File: src/rtl/multiply_add.sv
// multiply_add: pipelined p = a*b + c.
// One stage squares off the operands into sign + magnitude, b_len shift-add
// stages walk the multiplier magnitude MSB first, and a final stage restores
// the sign, adds the addend and flags results that do not fit in out_len bits.
// Valid is only a tag that rides along; data is computed every enabled cycle.
module multiply_add #(
    parameter int    a_len     = 8,
    parameter int    b_len     = 8,
    parameter int    c_len     = 8,
    parameter int    out_len   = 16,
    parameter string is_signed = "true"
) (
    input  logic               clk,
    input  logic               rst_n,
    input  logic               clk_ce,
    input  logic [a_len-1:0]   a,
    input  logic               a_valid,
    input  logic [b_len-1:0]   b,
    input  logic               b_valid,
    input  logic [c_len-1:0]   c,
    output logic [out_len-1:0] p,
    output logic               out_valid,
    output logic               overflow
);

    localparam bit SGN   = (is_signed == "true");
    localparam int ACC_W = a_len + b_len;
    localparam int W     = ACC_W + 1;

    // Stage 0 holds the operand magnitudes; stage k (1..b_len) holds the
    // partial accumulator after k multiplier bits. Magnitudes are only needed
    // up to the stage that consumes them, hence the shorter arrays.
    logic [a_len-1:0] a_mag_q [0:b_len-1];
    logic [a_len-1:0] a_mag_d [0:b_len-1];
    logic [b_len-1:0] b_mag_q [0:b_len-1];
    logic [b_len-1:0] b_mag_d [0:b_len-1];
    logic [ACC_W-1:0] acc_q   [1:b_len];
    logic [ACC_W-1:0] acc_d   [1:b_len];
    logic             s_q     [0:b_len];
    logic             s_d     [0:b_len];
    logic [c_len-1:0] c_q     [0:b_len];
    logic [c_len-1:0] c_d     [0:b_len];
    logic             vld_q   [0:b_len];
    logic             vld_d   [0:b_len];

    // Output stage
    logic [W-1:0]       acc_w;
    logic [W-1:0]       prod_w;
    logic [W-1:0]       c_ext;
    logic [W-1:0]       sum_w;
    logic [out_len-1:0] p_d;
    logic [out_len-1:0] p_q;
    logic               ov_d;
    logic               ov_q;
    logic               out_valid_d;
    logic               out_valid_q;

    // Next state of the input stage and the shift-add stages
    always_comb begin
        // Input stage: sign-magnitude split. The most negative value maps to
        // 2^(len-1), which still fits in len bits read as unsigned.
        a_mag_d[0] = a;
        b_mag_d[0] = b;
        s_d[0]     = 1'b0;
        if (SGN) begin
            if (a[a_len-1]) begin
                a_mag_d[0] = ~a + a_len'(1);
            end
            if (b[b_len-1]) begin
                b_mag_d[0] = ~b + b_len'(1);
            end
            s_d[0] = a[a_len-1] ^ b[b_len-1];
        end
        c_d[0]   = c;
        vld_d[0] = a_valid & b_valid;

        // Sign, addend and tag travel unchanged alongside every stage
        for (int k = 1; k <= b_len; k++) begin
            s_d[k]   = s_q[k-1];
            c_d[k]   = c_q[k-1];
            vld_d[k] = vld_q[k-1];
        end

        // Magnitudes are forwarded to the stages that still need them
        for (int k = 1; k < b_len; k++) begin
            a_mag_d[k] = a_mag_q[k-1];
            b_mag_d[k] = b_mag_q[k-1];
        end

        // First accumulate stage starts from zero and tests the multiplier MSB
        acc_d[1] = '0;
        if (b_mag_q[0][b_len-1]) begin
            acc_d[1] = ACC_W'(a_mag_q[0]);
        end

        // Stage k tests multiplier bit b_len-k: acc = 2*acc (+ a_mag)
        for (int k = 2; k <= b_len; k++) begin
            acc_d[k] = acc_q[k-1] << 1;
            if (b_mag_q[k-1][b_len-k]) begin
                acc_d[k] = (acc_q[k-1] << 1) + ACC_W'(a_mag_q[k-1]);
            end
        end
    end

    // Restore the sign in W bits and add the extended addend
    always_comb begin
        acc_w       = {1'b0, acc_q[b_len]};
        prod_w      = acc_w;
        if (s_q[b_len]) begin
            prod_w = ~acc_w + W'(1);
        end
        c_ext       = {{(W-c_len){SGN & c_q[b_len][c_len-1]}}, c_q[b_len]};
        sum_w       = prod_w + c_ext;
        out_valid_d = vld_q[b_len];
    end

    // Fit the W-bit sum into out_len bits; the branch depends only on widths
    generate
        if (out_len > W) begin : g_extend
            // Result always fits; widen with sign or zeros
            always_comb begin
                p_d  = {{(out_len-W){SGN & sum_w[W-1]}}, sum_w};
                ov_d = 1'b0;
            end
        end else if (out_len == W) begin : g_exact
            // Result always fits exactly
            always_comb begin
                p_d  = sum_w;
                ov_d = 1'b0;
            end
        end else begin : g_trunc
            logic [W-out_len:0] top_bits;
            // Truncate and check the discarded bits (plus the kept sign bit
            // in signed mode) for a lossless fit
            always_comb begin
                top_bits = sum_w[W-1:out_len-1];
                p_d      = sum_w[out_len-1:0];
                if (SGN) begin
                    ov_d = !((&top_bits) || !(|top_bits));
                end else begin
                    ov_d = |top_bits[W-out_len:1];
                end
            end
        end
    endgenerate

    // Pipeline registers: async clear, advance only on enabled edges
    always_ff @(posedge clk or negedge rst_n) begin
        if (!rst_n) begin
            for (int k = 0; k < b_len; k++) begin
                a_mag_q[k] <= '0;
                b_mag_q[k] <= '0;
            end
            for (int k = 1; k <= b_len; k++) begin
                acc_q[k] <= '0;
            end
            for (int k = 0; k <= b_len; k++) begin
                s_q[k]   <= 1'b0;
                c_q[k]   <= '0;
                vld_q[k] <= 1'b0;
            end
            p_q         <= '0;
            ov_q        <= 1'b0;
            out_valid_q <= 1'b0;
        end else if (clk_ce) begin
            for (int k = 0; k < b_len; k++) begin
                a_mag_q[k] <= a_mag_d[k];
                b_mag_q[k] <= b_mag_d[k];
            end
            for (int k = 1; k <= b_len; k++) begin
                acc_q[k] <= acc_d[k];
            end
            for (int k = 0; k <= b_len; k++) begin
                s_q[k]   <= s_d[k];
                c_q[k]   <= c_d[k];
                vld_q[k] <= vld_d[k];
            end
            p_q         <= p_d;
            ov_q        <= ov_d;
            out_valid_q <= out_valid_d;
        end
    end

    assign p         = p_q;
    assign overflow  = ov_q;
    assign out_valid = out_valid_q;

endmodule
File: config.mk
export PLATFORM = sky130hd
export DESIGN_NAME = multiply_add
export DESIGN_NICKNAME = d
export VERILOG_FILES = /design/src/rtl/multiply_add.sv
export SDC_FILE = /design/constraint.sdc
export NUM_CORES = 1
export LEC_CHECK = 0
export CAP_MARGIN = 15
export CORE_ASPECT_RATIO = 0.7
export CORE_MARGIN = 1.5
export CORE_UTILIZATION = 42
export CTS_BUF_LIST = sky130_fd_sc_hd__clkbuf_16
export DETAILED_ROUTE_END_ITERATION = 10
export GPL_TIMING_DRIVEN = 0
export PLACE_DENSITY = 0.57
export SYNTH_ARGS = -nofsm -noshare
export SYNTH_HDL_FRONTEND = slang
export SYNTH_SLANG_ARGS = --single-unit
File: constraint.sdc
create_clock -name clk -period 5 [get_ports clk]
set_input_delay 1 -clock clk [delete_from_list [all_inputs] [get_ports clk]]
set_output_delay 1 -clock clk [all_outputs]
set_load 0.03 [all_outputs]
==> results of run 1 <==
==> how the worst max path moves through the flow <==
| stage | start | to | slack (ns) | depth (start not counted) |
|---|---|---|---|---|
| 6_report | acc_q[0]$_DFFE_PN0P_ | overflow$_DFFE_PN0P_ | 1.11 | 14 |
| 3_3_place_gp | rst_n | acc_q[97]$_DFFE_PN0P_ | -10.49 | 1 |
| 4_1_cts | acc_q[0]$_DFFE_PN0P_ | overflow$_DFFE_PN0P_ | 1.03 | 14 |
| 5_1_grt | s_q[0]$_DFFE_PN0P_ | overflow$_DFFE_PN0P_ | 0.66 | 12 |
| 2_1_floorplan | acc_q[6]$_DFFE_PN0P_ | overflow$_DFFE_PN0P_ | 1.54 | 13 |
| 3_5_place_dp | acc_q[0]$_DFFE_PN0P_ | overflow$_DFFE_PN0P_ | 1.07 | 14 |
==> kinds of logic after synthesis <==
kind of cell | synth area share, %
flip-flops | 49.7
AND/OR/NAND/NOR | 8.69
buffers and inverters | 3.16
AO/OA/AOI/OAI | 10.8
adder cells (fa/ha/maj) | 6.54
multiplexers | 15.5
XOR/XNOR | 5.61
==> Yosys cell counts (17+ instances only) <==
cell type / count / share of area, %
dfrtp_1: 307 / 50
mux2_2: 183 / 13
a21oi_1: 127 / 4.1
nor2_1: 120 / 2.9
xnor2_1: 75 / 4.2
ha_1: 68 / 5.5
inv_1: 67 / 1.6
o21ai_0: 67 / 2.2
nand2_1: 61 / 1.5
clkbuf_1: 56 / 1.4
nand3_1: 35 / 1.1
mux2i_1: 33 / 2.1
xor2_1: 24 / 1.4
nor2b_1: 17 / 0.69
nor3_1: 17 / 0.55
==> flip-flops by register name (all words and copies together), names as in the netlist, 8 cells and up <==
signal / cells
p: 16
vld_d: 8
c_d: 64
acc_q: 99
c_ext: 8
s_d: 8
a_mag_q: 8
a_mag_d: 56
b_mag_d: 35
==> power groups by stage <==
stage                     clock network (µW)  registers (µW)  logic (µW)
after floorplan                            0            3810        3430
after global placement                     0            3870        4430
after detailed placement                   0            3890        4510
after CTS                               2420            3850        4540
after global routing                    2530            3950        5100
final                                   2360            3840        4530
==> worst max-delay path, cell delays in order, from the launching register on <==
cell and delay (ns):
dfrtp_1 0.41, inv_1 0.11, ha_1 0.20, nor4b_1 0.37, or4b_4 0.56, o41ai_1 0.33, xnor2_1 0.18, ha_1 0.24
nand2b_1 0.15, nor2_1 0.07, and3_1 0.18, a22o_1 0.19, a211oi_1 0.36, xnor2_1 0.14, mux2_2 0.27
==> layout make-up <==
type	count	area [µm²]	share of cell area, %
sequential	307	7680	43.7
clock inverter	25	244	1.39
multi-input combinational	966	7290	41.5
clock buffer	31	776	4.41
tap	480	601	3.42
antenna	1	2.50	0.0142
timing repair buffer	46	503	2.86
buffer	62	233	1.32
inverter	68	255	1.45
==> through the flow <==
step | std cells | util (%) | hold WS [ns]
after global routing | 1985 | 48.8 | 0.428
final | 1986 | 48.8 | 0.385
after global placement | 1926 | 45.7 | 0.471
after floorplan | 1403 | - | 0.449
after CTS | 1984 | 48.7 | 0.408
after detailed placement | 1928 | 45.9 | 0.484
==> routing by layer <==
layer  track usage [%]  vias to the layer above  routed length, µm
met5                 0                        -                  0
met4              3.93                        0                683
met3              2.93                       48                966
met2              27.2                      111              14000
met1              30.4                     5162              19500
li1                  -                     5079                  -
==> flow_summary_export.csv, run 1 <==
group,metric,value,unit
critical_path,endpoint_kind,"flop",
floorplan,rows,58,
place,numPortBuffers,43,
place,place_area,16600,µm²
global_route,grt_pass1_wl,57.6,mm
floorplan,pin_count,47,
routing,route.vias.total,10400,
cts,cts_root_buffer,"clkbuf_16",
routing,vias_per_cell,5.24,
cts,insertion_delay,0.60,ns
logic_synthesis,synth_enable_flop_cells,0,
routing,drtIter0Drc,608,
cts,post_cts_resize_count,0,
sta,period_minus_slack,3.89,ns
flow_run,maxCapViolCount,0,
floorplan,dieHeight,164,µm
critical_path,worst_setup_path_start_kind,"flop",
logic_synthesis,ys.flop_type,"dfrtp_1",
logic_synthesis,postSynthCellCount,1403,
global_route,first_global_vias,10500,
routing,drc,0,
logic_synthesis,syn_avg_cell_area,11.0,µm²
logic_synthesis,synth-seq-cells,307,
sta,rsz0062_at_grt,"no",
power_and_ir_drop,seqPwrFrac,35.8,%
sta,worstMarginPinSlew,0.945,ns
power_and_ir_drop,p_leak,0.00746,µW
sta,max_slew_margin,37.0,%
sta,hold_violations,0,
floorplan,core,36100,µm²
place,pre_cts_ws,1.07,ns
cts,cts.path.max_buffers,3,
cts,cts_sinks,307,
sta,fin_ws,1.11,ns
final_layout,most-common-layout-cells,"dfrtp_1 (307), mux2_2 (183), a21oi_1 (127)",
sta,fmax,257,MHz
logic_synthesis,synthesis.area,15500,µm²
power_and_ir_drop,switching_share,37.0,%
critical_path,cp.arrival,4.35,ns
critical_path,rr_worst_depth,14,
power_and_ir_drop,p_clk_share,22.0,%
final_layout,nNetsFinal,1587,
power_and_ir_drop,net-switching-power,3970,µW
critical_path,required,5.46,ns
power_and_ir_drop,p_comb_share,42.2,%
critical_path,r2r_slack,1.11,ns
critical_path,crit_fanout,4,
floorplan,fp.dieW,232,µm
worst_hold_path,min_path_type,"input port to async pin",
routing,avgRoutedWirePerCell,17.7,µm
cts,ctsHoldBuffers,0,
logic_synthesis,synth_cell_types,51,
critical_path,crit_type,"flop to flop",
cts,numCtsBuffers,31,
final_layout,final_common_cell,"dfrtp_1",
power_and_ir_drop,power_density,611,nW/µm²
final_layout,nFillCells,3333,
power_and_ir_drop,p_int,6770,µW
place,gp_congestion,0.803,
critical_path,r2r_end,"overflow$_DFFE_PN0P_",
final_layout,fin_area,17600,µm²
place,hpwl,25.6,mm
final_layout,syn_to_final_growth,13.8,%
sta,timing.final.crit_share,77.7,%
critical_path,r2r_start,"acc_q[0]$_DFFE_PN0P_",
status,status,"completed",
cts,cts_setup_buffers,0,
logic_synthesis,async_reset_ff_share,100,%
global_route,grt_usage,19.2,%
logic_synthesis,yosysSeqAreaShare,49.7,%
cts,ctsHtreeMaxLevel,1,
cts,clkTransAtPathRegs,0.07,ns
power_and_ir_drop,fin_total_pwr,10700,µW
global_route,grt_max_degree,116,
global_route,grt-ovfl-total,0,
floorplan,start_util,42.9,%
routing,ant_nets,0,
sta,setup_viol,0,
routing,dr.pass1.iters,5,
global_route,antenna_found_initial,0,
cts,cts_tree,"done",
sta,fin_skew,0.0272,ns
logic_synthesis,syn_nets,1508,
final_layout,drive_above_1_share,15.9,%
sta,timing.final.max_slew_violations,0,
floorplan,die_area,38000,µm²
routing,wl,35.2,mm
logic_synthesis,synth_warnings,0,
sta,fin_setup_tns,0,ns
power_and_ir_drop,vdd_drop_max,0.308,mV
Note: power is estimated with default switching activity, not from simulation.
==> run 2, diff against run 1 <==
==> constraint.sdc (replaced) <==
create_clock -name clk -period 4.08 [get_ports clk]
set_input_delay 0.816 -clock clk [delete_from_list [all_inputs] [get_ports clk]]
set_output_delay 0.816 -clock clk [all_outputs]
set_load 0.03 [all_outputs]
==> run 2 against run 1 <==
Die area unchanged; power up 23%; final area about the same; hold slack worse by 0.19 ns; cell count unchanged; sequential share of layout area about the same; global-route usage unchanged; first-iteration DRC count up 3.6%.
==> flow_summary_export.csv, run 2 (synthesis results as in run 1) <==
group,metric,value,unit
critical_path,rr_worst_depth,13,
floorplan,fp.dieW,232,µm
global_route,grt_pass1_wl,57.6,mm
floorplan,dieHeight,164,µm
global_route,first_global_vias,10500,
cts,ctsHtreeMaxLevel,1,
final_layout,top_register,"acc_q",
routing,drc,0,
final_layout,final_common_cell,"dfrtp_1",
power_and_ir_drop,switching_share,37.1,%
sta,fin_skew,0.0263,ns
critical_path,crit_fanout,6,
critical_path,r2r_start,"acc_q[0]$_DFFE_PN0P_",
routing,vias_per_cell,5.26,
sta,timing.final.max_slew_violations,0,
final_layout,largest_register_ffs,99,
critical_path,cpPeakStageDelay,0.54,ns
sta,period_minus_slack,3.73,ns
final_layout,drive_above_1_share,16.2,%
floorplan,die_area,38000,µm²
sta,hold_violations,0,
routing,avgRoutedWirePerCell,17.7,µm
flow_run,maxCapViolCount,0,
cts,numCtsBuffers,31,
status,status,"completed",
floorplan,rows,58,
routing,route.vias.total,10500,
critical_path,cp.arrival,4.20,ns
floorplan,start_util,42.9,%
cts,clkTransAtPathRegs,0.07,ns
power_and_ir_drop,p_comb_share,42.4,%
place,pre_cts_ws,0.152,ns
final_layout,nFillCells,3330,
routing,ant_nets,0,
place,numPortBuffers,43,
global_route,grt-ovfl-total,0,
critical_path,required,4.55,ns
sta,max_slew_margin,36.7,%
critical_path,path_cells,"inv_1, ha_1, nor4b_2, or4b_4, o41ai_1, xnor2_1, ha_1, a211oi_1, a32o_1, a31oi_1, xnor2_1, xnor2_1, mux2_2",
power_and_ir_drop,seqPwrFrac,35.7,%
critical_path,crit_slowest_cell,"or4b_4",
critical_path,crit_top_cell,"xnor2_1",
critical_path,endpoint_kind,"flop",
sta,worstMarginPinSlew,0.950,ns
critical_path,r2r_slack,0.35,ns
final_layout,most-common-layout-cells,"dfrtp_1 (307), mux2_2 (183), a21oi_1 (127)",
routing,drtIter0Drc,630,
critical_path,crit_type,"flop to flop",
sta,rsz0062_at_grt,"no",
global_route,grt_usage,19.2,%
sta,fin_ws,0.346,ns
global_route,grt_max_degree,116,
place,gp_congestion,0.803,
worst_hold_path,min_path_type,"input port to async pin",
cts,cts_sinks,307,
sta,timing.final.crit_share,91.5,%
global_route,antenna_found_initial,0,
power_and_ir_drop,p_leak,0.00747,µW
final_layout,syn_to_final_growth,13.9,%
sta,fmax,268,MHz
cts,cts_tree,"done",
sta,setup_viol,0,
final_layout,final_util,48.8,%
cts,cts_root_buffer,"clkbuf_16",
critical_path,r2r_end,"overflow$_DFFE_PN0P_",
power_and_ir_drop,fin_total_pwr,13200,µW
place,hpwl,25.6,mm
power_and_ir_drop,p_clk_share,22.0,%
power_and_ir_drop,p_int,8300,µW
routing,wl,35.2,mm
cts,ctsHoldBuffers,0,
floorplan,pin_count,47,
power_and_ir_drop,power_density,750,nW/µm²
critical_path,worst_setup_path_start_kind,"flop",
power_and_ir_drop,net-switching-power,4910,µW
floorplan,core,36100,µm²
final_layout,nNetsFinal,1587,
power_and_ir_drop,vdd_drop_max,0.379,mV
routing,dr.pass1.iters,5,
cts,insertion_delay,0.60,ns
sta,hold-worst-slack,0.191,ns
cts,cts.path.max_buffers,3,
-- run 2: how the worst max path moves through the flow --
stage,startpoint,endpoint,slack (ns),depth (start not counted)
after global routing,acc_q[0]$_DFFE_PN0P_,overflow$_DFFE_PN0P_,0.03,13
final,acc_q[0]$_DFFE_PN0P_,overflow$_DFFE_PN0P_,0.35,13
after CTS,acc_q[0]$_DFFE_PN0P_,overflow$_DFFE_PN0P_,0.11,14
after floorplan,acc_q[6]$_DFFE_PN0P_,overflow$_DFFE_PN0P_,0.62,13
after detailed placement,acc_q[0]$_DFFE_PN0P_,overflow$_DFFE_PN0P_,0.15,14
after global placement,rst_n,acc_q[97]$_DFFE_PN0P_,-11.23,1
-- run 2: timing repair --
item,4_1_cts,5_1_grt
setup buffers,0,0
setup endpoints to repair,0,2
resized for setup,0,6
-- run 2: layout make-up --
class	count	area [µm²]	share of cell area [%]
flip-flops and latches	307	7680	43.6
well taps	480	601	3.41
clock buffers	31	776	4.41
diodes	1	2.50	0.0142
repair buffers	46	503	2.86
plain buffers	62	234	1.33
multi-input cells	966	7310	41.5
inverters	68	255	1.45
clock inverters	25	244	1.39
-- run 2: layer usage --
metal / vias up / wire length [µm] / GRT usage, %
li1: 5083 / - / -
met4: 0 / 692 / 3.93
met3: 52 / 1040 / 2.93
met2: 120 / 14000 / 27.2
met5: - / 0 / 0
met1: 5200 / 19400 / 30.4
-- run 2: per-stage QoR --
stage               cells  setup TNS (ns)  instance area (µm²)
detailed placement   1928               0                16600
floorplan            1403               0                15500
finish               1986               0                17600
global placement     1926        -3433.22                16500
global route         1985               0                17600
CTS                  1984               0                17600
-- run 2: worst max-delay path, delay by kind of cell, from the launching register on --
family                   cells  cell delay [ns]
XOR/XNOR                     3             0.42
AO/OA/AOI/OAI                4             0.99
AND/OR/NAND/NOR              2             0.80
adder cells (fa/ha/maj)      2             0.60
flip-flops                   1             0.41
buffers and inverters        1             0.12
multiplexers                 1             0.26
-- run 2: power groups by stage --
| stage | registers, µW | logic [µW] | clock network, µW |
|---|---|---|---|
| 2_1_floorplan | 4660 | 4200 | 0 |
| 3_3_place_gp | 4750 | 5430 | 0 |
| 3_5_place_dp | 4770 | 5520 | 0 |
| 4_1_cts | 4710 | 5560 | 2970 |
| 5_1_grt | 4850 | 6270 | 3100 |
| 6_report | 4710 | 5600 | 2900 |
==> run 3, diff against run 2 <==
==> constraint.sdc (replaced) <==
create_clock -name clk -period 4.06 [get_ports clk]
set_input_delay 0.812 -clock clk [delete_from_list [all_inputs] [get_ports clk]]
set_output_delay 0.812 -clock clk [all_outputs]
set_load 0.03 [all_outputs]
==> results of run 3 <==
Same layout as run 2 (identical final DEF). Status: completed.
Among the figures that moved: setup slack after placement 0.152 ns -> 0.132 ns; setup slack after layout 0.346 ns -> 0.326 ns; hold slack 0.191 ns -> 0.187 ns; register-to-register setup slack 0.35 ns -> 0.33 ns; total power 13200 µW -> 13300 µW; worst IR drop on VDD 0.379 mV -> 0.381 mV
